`src/rtl/postcode_pkg.sv`:
```
// ============================================================================
// Module   : postcode_pkg
// Brief    : Shared state encoding and default timing constants for postcode_link
// Revision : 1.0 - initial release
// ============================================================================
`default_nettype none

package postcode_pkg;

    typedef enum logic [1:0] {
        ST_IDLE  = 2'd0,
        ST_PULSE = 2'd1,
        ST_GAP   = 2'd2
    } state_t;

    localparam int DEF_LONG_THRESH = 240;    // 5 us at 48 MHz
    localparam int DEF_MIN_PULSE   = 4;
    localparam int DEF_GAP_TIMEOUT = 48000;  // 1 ms at 48 MHz
    localparam int FRAME_PULSES    = 9;

endpackage

`default_nettype wire

```
`src/rtl/testreq_pulse_meter.sv`:
```
// ============================================================================
// Module   : testreq_pulse_meter
// Brief    : Synchronises TESTREQ, detects edges and measures pulse/gap widths
// Revision : 1.0 - initial release
// ============================================================================
`default_nettype none

module testreq_pulse_meter
    import postcode_pkg::*;
#(
    parameter int LONG_THRESH = DEF_LONG_THRESH,
    parameter int MIN_PULSE   = DEF_MIN_PULSE,
    parameter int GAP_TIMEOUT = DEF_GAP_TIMEOUT
) (
    input  logic refclk,
    input  logic reset,
    input  logic testreq,
    output logic rise,
    output logic fall,
    output logic is_long,
    output logic is_glitch,
    output logic gap_timeout
);

    localparam int c_width_bits = $clog2(LONG_THRESH + 1);
    localparam int c_gap_bits   = $clog2(GAP_TIMEOUT + 1);

    localparam logic [c_width_bits-1:0] c_long    = c_width_bits'(LONG_THRESH);
    localparam logic [c_width_bits-1:0] c_min     = c_width_bits'(MIN_PULSE);
    localparam logic [c_width_bits-1:0] c_w_one   = c_width_bits'(1);
    localparam logic [c_gap_bits-1:0]   c_gap_max = c_gap_bits'(GAP_TIMEOUT);
    localparam logic [c_gap_bits-1:0]   c_g_one   = c_gap_bits'(1);

    logic [1:0]              r_sync;
    logic                    r_rq_d;
    logic [c_width_bits-1:0] r_width;
    logic [c_gap_bits-1:0]   r_gap;
    logic                    w_rq;

    assign w_rq        = r_sync[1];
    assign rise        = w_rq & ~r_rq_d;
    assign fall        = ~w_rq & r_rq_d;
    assign is_long     = (r_width >= c_long);
    assign is_glitch   = (r_width < c_min);
    assign gap_timeout = (r_gap == c_gap_max);

    // r_width holds the number of high cycles seen so far, valid on the fall cycle.
    // The gap count survives glitches and restarts only on a qualified fall.
    always_ff @(posedge refclk or posedge reset) begin
        if (reset) begin
            r_sync  <= 2'b00;
            r_rq_d  <= 1'b0;
            r_width <= '0;
            r_gap   <= '0;
        end else begin
            r_sync <= {r_sync[0], testreq};
            r_rq_d <= w_rq;
            if (rise) begin
                r_width <= c_w_one;
            end else if (w_rq && (r_width != c_long)) begin
                r_width <= r_width + c_w_one;
            end
            if (fall && !is_glitch) begin
                r_gap <= c_g_one;
            end else if (r_gap != c_gap_max) begin
                r_gap <= r_gap + c_g_one;
            end
        end
    end

endmodule

`default_nettype wire

```
`src/rtl/postcode_link.sv`:
```
// ============================================================================
// Module   : postcode_link
// Brief    : TESTREQ/TESTACK pulse-width frame engine with one-byte rx/tx buffers
// Revision : 1.0 - initial release
// ============================================================================
`default_nettype none

module postcode_link
    import postcode_pkg::*;
#(
    parameter int LONG_THRESH = DEF_LONG_THRESH,
    parameter int MIN_PULSE   = DEF_MIN_PULSE,
    parameter int GAP_TIMEOUT = DEF_GAP_TIMEOUT
) (
    input  logic       refclk,
    input  logic       reset,
    input  logic       testreq,
    output logic       testack,
    output logic [7:0] rxout,
    output logic       rxfull,
    input  logic       rxreset,
    output logic       rxoverrun,
    input  logic [7:0] txin,
    input  logic       txstart,
    output logic       txempty
);

    localparam logic [3:0] c_last_bit = 4'(FRAME_PULSES - 1);

    state_t     r_state;
    state_t     w_state_next;
    logic [3:0] r_bitcnt;
    logic       r_box_flag;
    logic       r_tgt_flag;
    logic [7:0] r_tx_buf;
    logic [7:0] r_tx_shift;
    logic [7:0] r_rx_shift;
    logic [7:0] r_rxout;
    logic       r_txempty;
    logic       r_rxfull;
    logic       r_rxoverrun;
    logic       r_testack;

    logic       w_rise;
    logic       w_fall;
    logic       w_is_long;
    logic       w_is_glitch;
    logic       w_gap_timeout;
    logic       w_qual_fall;
    logic       w_complete;
    logic       w_cur_bit;
    logic [7:0] w_rx_byte;

    testreq_pulse_meter #(
        .LONG_THRESH (LONG_THRESH),
        .MIN_PULSE   (MIN_PULSE),
        .GAP_TIMEOUT (GAP_TIMEOUT)
    ) u_meter (
        .refclk      (refclk),
        .reset       (reset),
        .testreq     (testreq),
        .rise        (w_rise),
        .fall        (w_fall),
        .is_long     (w_is_long),
        .is_glitch   (w_is_glitch),
        .gap_timeout (w_gap_timeout)
    );

    assign w_qual_fall = (r_state == ST_PULSE) && w_fall && !w_is_glitch;
    assign w_complete  = w_qual_fall && (r_bitcnt == c_last_bit);
    assign w_rx_byte   = {r_rx_shift[6:0], w_is_long};

    assign testack   = r_testack;
    assign rxout     = r_rxout;
    assign rxfull    = r_rxfull;
    assign rxoverrun = r_rxoverrun;
    assign txempty   = r_txempty;

    always_ff @(posedge refclk or posedge reset) begin
        if (reset) begin
            r_state <= ST_IDLE;
        end else begin
            r_state <= w_state_next;
        end
    end

    // A glitch returns to IDLE only if no pulse of this frame has qualified yet.
    always_comb begin
        w_state_next = r_state;
        case (r_state)
            ST_IDLE: begin
                if (w_rise) w_state_next = ST_PULSE;
            end
            ST_PULSE: begin
                if (w_fall) begin
                    if (w_is_glitch) begin
                        w_state_next = (r_bitcnt == 4'd0) ? ST_IDLE : ST_GAP;
                    end else if (r_bitcnt == c_last_bit) begin
                        w_state_next = ST_IDLE;
                    end else begin
                        w_state_next = ST_GAP;
                    end
                end
            end
            ST_GAP: begin
                if (w_rise) begin
                    w_state_next = ST_PULSE;
                end else if (w_gap_timeout) begin
                    w_state_next = ST_IDLE;
                end
            end
            default: w_state_next = ST_IDLE;
        endcase
    end

    // In IDLE the flag about to be latched is shown directly, so TESTACK is valid on the rise.
    always_comb begin
        w_cur_bit = 1'b0;
        if (r_state == ST_IDLE) begin
            w_cur_bit = !r_txempty;
        end else if (r_bitcnt == 4'd0) begin
            w_cur_bit = r_box_flag;
        end else begin
            w_cur_bit = r_box_flag && r_tx_shift[7];
        end
    end

    always_ff @(posedge refclk or posedge reset) begin
        if (reset) begin
            r_bitcnt    <= 4'd0;
            r_box_flag  <= 1'b0;
            r_tgt_flag  <= 1'b0;
            r_tx_buf    <= 8'h00;
            r_tx_shift  <= 8'h00;
            r_rx_shift  <= 8'h00;
            r_rxout     <= 8'h00;
            r_txempty   <= 1'b1;
            r_rxfull    <= 1'b0;
            r_rxoverrun <= 1'b0;
            r_testack   <= 1'b0;
        end else begin
            r_rxoverrun <= 1'b0;
            r_testack   <= (w_state_next == ST_PULSE) && w_cur_bit;

            if ((r_state == ST_IDLE) && w_rise) begin
                r_box_flag <= !r_txempty;
                r_tx_shift <= r_tx_buf;
            end

            if (w_qual_fall) begin
                if (r_bitcnt == 4'd0) begin
                    r_tgt_flag <= w_is_long;
                end else begin
                    r_rx_shift <= w_rx_byte;
                    r_tx_shift <= {r_tx_shift[6:0], 1'b0};
                end
            end

            if (w_state_next == ST_IDLE) begin
                r_bitcnt <= 4'd0;
            end else if (w_qual_fall) begin
                r_bitcnt <= r_bitcnt + 4'd1;
            end

            if (rxreset) begin
                r_rxfull <= 1'b0;
            end
            if (txstart && r_txempty) begin
                r_tx_buf  <= txin;
                r_txempty <= 1'b0;
            end

            if (w_complete) begin
                if (r_box_flag) begin
                    r_txempty <= 1'b1;
                end
                if (r_tgt_flag) begin
                    if (!r_rxfull || rxreset) begin
                        r_rxout  <= w_rx_byte;
                        r_rxfull <= 1'b1;
                    end else begin
                        r_rxoverrun <= 1'b1;
                    end
                end
            end
        end
    end

endmodule

`default_nettype wire

```
`config.mk`:
```
export PLATFORM = sky130hd
export DESIGN_NAME = postcode_link
export DESIGN_NICKNAME = d
export VERILOG_FILES = /design/src/rtl/postcode_pkg.sv /design/src/rtl/testreq_pulse_meter.sv /design/src/rtl/postcode_link.sv
export SDC_FILE = /design/constraint.sdc
export NUM_CORES = 1
export LEC_CHECK = 0
export CORE_ASPECT_RATIO = 0.75
export CORE_UTILIZATION = 58
export CTS_CLUSTER_SIZE = 14
export DETAILED_ROUTE_END_ITERATION = 7
export PLACE_DENSITY = 0.83
export REMOVE_ABC_BUFFERS = 1
export SYNTH_ARGS = -nofsm -noshare
export SYNTH_HDL_FRONTEND = slang
export SYNTH_HIERARCHICAL = 1
export SYNTH_SLANG_ARGS = --single-unit
```
`constraint.sdc`:
```
create_clock -name refclk -period 2.7 [get_ports refclk]
set_clock_uncertainty 0.15 [all_clocks]
set_input_delay 0.54 -clock refclk [delete_from_list [all_inputs] [get_ports refclk]]
set_output_delay 0.54 -clock refclk [all_outputs]
set_load 0.01 [all_outputs]
```
==> impl_metrics.tcl <==
set metrics [dict create \
    clk_pin_slew_ns 0.07 \
    htreeDepth 3 \
    grt_pass1_vias 2107 \
    max-vdd-ir-drop_uv 459 \
    fin_nets 335 \
    numCtsBuffers 9 \
    viasPerCell 5.57 \
    synthArstFlopShare 1.00 \
    hold_buffers 0 \
    use_met2 0.326 \
    tns_ns 0 \
    status "complete, no violations" \
    grt_busiest_layer "met1" \
    cts_setup_buffers 0 \
    rsz0062_at_grt "false" \
    antenna-diode-count 0 \
    crit_fanout 15 \
    worst_ep_arrival_time_ns 2.57 \
    ys_seq_area_frac 0.533 \
    cts_root_buf "clkbuf_8" \
    io_buffers 24 \
    antenna_found_initial 0 \
    final_layout_size_suffix_gt1_frac 0.221 \
    ys_types 45 \
    cts_tree "built" \
    final_cell_count_no_fill 396 \
    placed_area_um2 3620 \
    synth_edf_count 0 \
    fin_total_pwr_mw 2.73 \
    syn2layout_area_growth_pct 16.5 \
    io_pins 25 \
    maxCapViolations 0 \
    drc 0 \
    slew_headroom 0.522 \
    cts_repair_resize_count 0 \
    wl_mm 6.02 \
    startpoint_type "flip-flop" \
    grt.overflow.total 0 \
    layout_commonest_cell "dfrtp_1" \
    synth_ff_type "dfrtp_1" \
    drt_iter0_drc 111 \
    rows 23 \
    yosysWarnings 6 \
    met1_usage 0.339 \
    rr_worst_depth 6 \
    syn_area_per_cell_um2 11.7 \
    grt_max_degree 44 \
    num_vias 2206 \
    grt_use_total 0.233 \
    postSynthCellCount 281 \
    max_slew.worst_pin.slew_ns 0.717 \
    setup_viol 0 \
    hold_viol_final 0 \
    core_area_um2 5410 \
    min_period_ns 2.49 \
    power_density_nw_per_um2 712 \
    ant_nets 0 \
    cp-end-kind "flip-flop" \
    hold_ws_ns 0.200 \
    dr.pass1.iters 4 \
    clk_latency_ns 0.34 \
    cts_num_sinks 70 \
    fmax_mhz 401 \
    final_cell_mix "dfrtp_1 (69), mux2_2 (39), clkdlybuf4s50_1 (24), nor2_1 (21), inv_1 (18)" \
    grt_use_met3 0.0697 \
    dpl.cell_count 380 \
    min_path_type "reg2reg" \
    netlist_area_um2 3290 \
    hold_depth 0 \
    clk_path_buf_depth 2 \
    hpwl_mm 4.23 \
    gp_congestion 0.810 \
    chipWidth_um 88.9 \
    grt_pass1_wl_mm 10.1 \
    design_area_um2 3830 \
    yosys_register_bits 70 \
    initial_core_util 0.608 \
    p_leak_nw 1.65 \
    fp.dieH_um 67.2 \
    drv_slew 0 \
    post-route-period-util 0.924 \
    die_area_um2 5980 \
    critical_path_class "reg2reg" \
    cp.required_ns 2.78 \
    wire_per_inst_um 15.2 \
]
-- through the flow --
step                worst slack (ns)   util
detailed placement             0.256  0.670
CTS                            0.195  0.708
global route                  0.0819  0.708
finish                         0.206  0.708
floorplan                      0.268      -
global placement               0.341  0.670
-- kinds of logic (layout without fill, tap and decap cells) --
family / Yosys count / in the layout / synth area share
AO/OA/AOI/OAI: 31 / 31 / 0.0613
buffers and inverters: 24 / 64 / 0.0339
AND/OR/NAND/NOR: 93 / 93 / 0.166
multiplexers: 42 / 42 / 0.143
XOR/XNOR: 15 / 15 / 0.0400
flip-flops: 70 / 70 / 0.533
adder cells (fa/ha/maj): 6 / 6 / 0.0228
-- power by group --
group	switching (mW)	internal, mW
logic	0.245	0.284
clock network	0.400	0.456
registers	0.145	1.20
-- worst paths after layout --
path	from	endpoint	slack (ns)
worst min register to register	u_meter/r_sync[0]$_DFF_PP0_	u_meter/r_sync[1]$_DFF_PP0_	0.20
worst min-delay path	u_meter/r_sync[0]$_DFF_PP0_	u_meter/r_sync[1]$_DFF_PP0_	0.20
worst max-delay path	u_meter/r_width[4]$_DFFE_PP0P_	r_rx_shift[0]$_DFFE_PP0P_	0.21
worst max register to register	u_meter/r_width[4]$_DFFE_PP0P_	r_rx_shift[0]$_DFFE_PP0P_	0.21
max in group asynchronous	reset	txempty$_DFF_PP1_	1.52
min in group asynchronous	reset	u_meter/r_width[7]$_DFFE_PP0P_	0.44
-- state kept, by name, summed over array words and instances, names as in the netlist --
signal	cells
testack	1
r_rx_shift	7
rxfull	1
u_meter/r_sync	2
r_bitcnt	4
r_box_flag	1
u_meter/r_rq_d	1
r_tgt_flag	1
r_tx_shift	8
rxoverrun	1
r_tx_buf	8
rxout	8
u_meter/r_width	8
u_meter/r_gap	16
txempty	1
r_state	2
-- layout make-up --
type	instances	area, um^2
flip-flops and latches	70	1750
fillers	392	1580
multi-input cells	187	1420
repair buffers	30	285
clock buffers	10	138
well taps	75	93.8
clock inverters	6	70.1
inverters	18	67.6
-- per-layer routing --
layer / vias up / part of all wire
met5: - / 0
met4: 0 / 0.016
met3: 11 / 0.042
met2: 51 / 0.45
met1: 1073 / 0.49
li1: 1071 / -
-- cell usage after synthesis, drive strengths merged, types with 2 or more instances --
| cell | count | area (um^2) |
|---|---|---|
| nor4 | 6 | 52.6 |
| a31o | 2 | 17.5 |
| or3 | 8 | 50.1 |
| nor2 | 22 | 85.1 |
| o31ai | 2 | 15.0 |
| nand4 | 4 | 25.0 |
| nand2 | 15 | 56.3 |
| a211oi | 3 | 22.5 |
| o2bb2ai | 2 | 17.5 |
| inv | 18 | 67.6 |
| a21oi | 9 | 45.0 |
| dfrtp | 69 | 1730 |
| nor3 | 11 | 55.1 |
| xnor2 | 14 | 123 |
| buf | 5 | 40.0 |
| mux2i | 3 | 30.0 |
| nor2b | 2 | 12.5 |
| or4 | 2 | 18.8 |
| nand2b | 4 | 25.0 |
| mux2 | 39 | 439 |
| nor3b | 2 | 15.0 |
| nand3 | 10 | 50.1 |
| o21ai | 7 | 35.0 |
| ha | 6 | 75.1 |
-- worst max-delay path, cell delays in order (launching register included) --
cell       delay (ns)
dfrtp_1          0.44
or4_1            0.58
nor3_1           0.33
nand4bb_4        0.30
nor2_1           0.07
buf_4            0.22
mux2_2           0.29
Power figures use the tool's default switching activity.
==> edit 1 (same flow settings) <==
The 3 states of `state_t` get a one-hot encoding in 3 bits.
--- a/src/rtl/postcode_pkg.sv
+++ b/src/rtl/postcode_pkg.sv
@@ -7,10 +7,10 @@
 
 package postcode_pkg;
 
-    typedef enum logic [1:0] {
-        ST_IDLE  = 2'd0,
-        ST_PULSE = 2'd1,
-        ST_GAP   = 2'd2
+    typedef enum logic [2:0] {
+        ST_IDLE  = 3'b001,
+        ST_PULSE = 3'b010,
+        ST_GAP   = 3'b100
     } state_t;
 
     localparam int DEF_LONG_THRESH = 240;    // 5 us at 48 MHz
Check against the original RTL: no difference found for any inputs over 10 cycles, from zero or initial values and one cycle with reset high; not proved beyond that.
==> edit 1 against the unedited design <==
- highest routed layer unchanged
- sequential cell count rose by 1
- largest power group unchanged
- wire length up 3.4%
- count of clock-buffer cells in the layout down 1
- synthesized cell count is 5.3% higher
- worst setup slack better by 0.090 ns
- power down 6.2%
- critical endpoint is now r_state[0]
- design area is 1.5% higher
- area after synthesis grew 1.5%
==> edit 1: results (changes against the unedited design) <==
| Metric | Value |
|---|---|
| Global-route wire length before repair | 10520 µm (+4.0%) |
| Combinational power share | 0.168 (-0.026) |
| GR Util met1 | 0.3277 (-0.01127) |
| Switching share of power | 0.2909 (+0.001257) |
| Worst-Margin Slew | 0.6462 ns (-0.07032 ns) |
| Post-synthesis compound-gate area fraction | 0.07912 (+0.01783) |
| Final sequential cell count | 71 (+1.4%) |
| 1st-iter DRT viols | 149 (+34%) |
| Sequential share of cell area | 0.4578 (about the same) |
| Synth area leaders | dfrtp_1 (52%), mux2_2 (8.1%), xnor2_1 (3.4%) |
| Placement Cell Area | 3690 µm² (+1.9%) |
| Arr. time, crit path | 2.52 ns (-0.05 ns) |
| Largest net degree at the start of global routing | 45 (+2.3%) |
| Met1 WL | 3065 µm (+3.5%) |
| Cells after Synth | 296 (+5.3%) |
| Fill count | 380 (-3.1%) |
| Leak pwr | 1.663 nW (+0.62%) |
| Pre-CTS setup slack | 0.3230 ns (+0.06658 ns) |
| Buffering overhead | 0.07534 (+0.0008524) |
| Count of plain and timing-repair buffers | 31 (+3.3%) |
| Final Cell Area | 3886 µm² (+1.5%) |
| Status | completed |
| Layout cells sized above 1 | 0.1834 (-0.03775) |
| Length of routed met2 wiring | 2834 µm (+4.8%) |
| Number of non-clock inverters | 19 (+1) |
## edit 1: cell types whose count changed after synthesis, moves of 2 or more
cell / delta
mux2_2: -15
o21ai_0: +8
mux2i_1: +6
nand2_1: +6
or3_1: -4
nor2_1: +3
nor3_1: -3
a21oi_1: +2
nand3b_1: +2
nand4b_1: +2
o31ai_1: -2
## edit 1: worst max-delay path: stages, from the launching register on
cell	delay, ns
dfrtp_1	0.42
or4_4	0.54
nor4_4	0.27
nor2b_1	0.15
nor3_1	0.05
a211oi_1	0.54
o21bai_1	0.21
## edit 1: final timing paths
check                             startpoint            endpoint  slack, ns  cells past startpoint
setup / recovery            u_meter/r_gap[5]          r_state[0]       0.30                      6
hold / removal             u_meter/r_sync[0]   u_meter/r_sync[1]       0.20                      0
setup reg to reg            u_meter/r_gap[5]          r_state[0]       0.30                      6
hold reg to reg            u_meter/r_sync[0]   u_meter/r_sync[1]       0.20                      0
max in group asynchronous              reset          r_state[0]       1.50                      3
min in group asynchronous              reset  u_meter/r_width[1]       0.44                      3
==> edit 2 (config.mk and constraints unchanged) <==
Without the edit above. The package constant `DEF_LONG_THRESH` goes from 240 to 120.
--- a/src/rtl/postcode_pkg.sv
+++ b/src/rtl/postcode_pkg.sv
@@ -13,7 +13,7 @@
         ST_GAP   = 2'd2
     } state_t;
 
-    localparam int DEF_LONG_THRESH = 240;    // 5 us at 48 MHz
+    localparam int DEF_LONG_THRESH = 120;    // 5 us at 48 MHz
     localparam int DEF_MIN_PULSE   = 4;
     localparam int DEF_GAP_TIMEOUT = 48000;  // 1 ms at 48 MHz
     localparam int FRAME_PULSES    = 9;
Check against the original RTL: no difference found for any inputs over 10 cycles, from zero or initial values and one cycle with reset high; that may be too few to reach the edited logic, so the function may still have changed.
==> edit 2 against the unedited design <==
- area after synthesis grew 0.30%
- power grew 5.2%
- sequential cell count shrank 1
- wire length shrank 3.8%
- global-route usage shrank 0.23 points
- core utilization grew 0.21 points
- final cell count shrank 2.8%
- design area grew 0.29%
- worst setup slack gained 0.11 ns
- clock power grew 16%
- combinational power grew 0.9%
- largest cell class unchanged
- largest power group unchanged
==> edit 2: results (changes against the unedited design) <==
| Metric | Value |
|---|---|
| Flop-to-flop setup slack | 0.32 ns (+0.11 ns) |
| Layout cells sized above 1 | 0.2516 (+0.03043) |
| Avg Cell Area, Syn | 12.08 µm² (+3.2%) |
| Length of routed met2 wiring | 2633 µm (-2.7%) |
| Int Pwr | 0.002085 W (+7.6%) |
| Dpl cells | 370 (-2.6%) |
| Global-route wire length before repair | 10040 µm (-0.75%) |
| Post-synthesis compound-gate area fraction | 0.03605 (-0.02523) |
| Root Driver | clkbuf_8 |
| CP max-delay cell | nor4b_4 |
| Pre-CTS setup slack | 0.3291 ns (+0.07272 ns) |
| DP HPWL | 4081 µm (-3.6%) |
| Synth unique cells | 43 (-4.4%) |
| Synth top cells by count | dfrtp_1 (68), mux2_2 (39), nand2_1 (14) |
| Placer Congestion | 0.7942 (-2.0%) |
| Worst setup margin | 0.3163 ns (+0.1101 ns) |
| Non-filler cells, final | 385 (-2.8%) |
| Leak pwr | 1.733 nW (+4.9%) |
| GR Layer Usage met2 | 0.3356 (+0.009615) |
| Synth Area in Adders | 0.02277 (-0.00006934) |
| Largest net degree at the start of global routing | 44 (unchanged) |
| Met3 Usage GRT | 0.07579 (+0.006112) |
| Metal3 WL | 203 µm (-20%) |
| Clk Latency, worst-skew pair | 0.35 ns |
| Sequential share of power | 0.468 (-0.024) |
| Routed WL per cell | 15.04 µm (-1.1%) |
| GRT Overall Usage | 0.2309 (-0.002310) |
| Worst vdd ir | 463.3 µV (+0.96%) |
| Status | completed |
| GR Util met1 | 0.3283 (-0.01075) |
| Relative slew slack | 0.3322 (-0.1901) |
| Clk. pwr | 0.000995 W (+16%) |
-- edit 2: final timing paths --
kind                              startpoint                 to  cells after the start
max                           u_meter/r_rq_d           rxout[7]                      5
min                        u_meter/r_sync[0]  u_meter/r_sync[1]                      0
min in group asynchronous              reset  u_meter/r_gap[15]                      3
min reg2reg                u_meter/r_sync[0]  u_meter/r_sync[1]                      0
max in group asynchronous              reset            txempty                      3
max reg2reg                   u_meter/r_rq_d           rxout[7]                      5
-- edit 2: area by class of cell --
cell class	count	area [µm²]
flip-flops and latches	69	1728
clock inverters	6	112.6
clock buffers	9	123.9
multi-input cells	182	1441
inverters	13	48.80
fillers	391	1569
well taps	75	93.84
repair buffers	31	292.8
-- edit 2: per-stage QoR --
stage,utilization,power [W],hold slack [ns],instance area (µm²)
after CTS,0.7100,0.002896,0.2268,3841
after global routing,0.7100,0.003031,0.2333,3841
final,0.7100,0.002871,0.2184,3841
after floorplan,-,0.001734,0.1812,3218
after global placement,0.6663,0.001856,0.2090,3605
after detailed placement,0.6663,0.001891,0.2114,3605
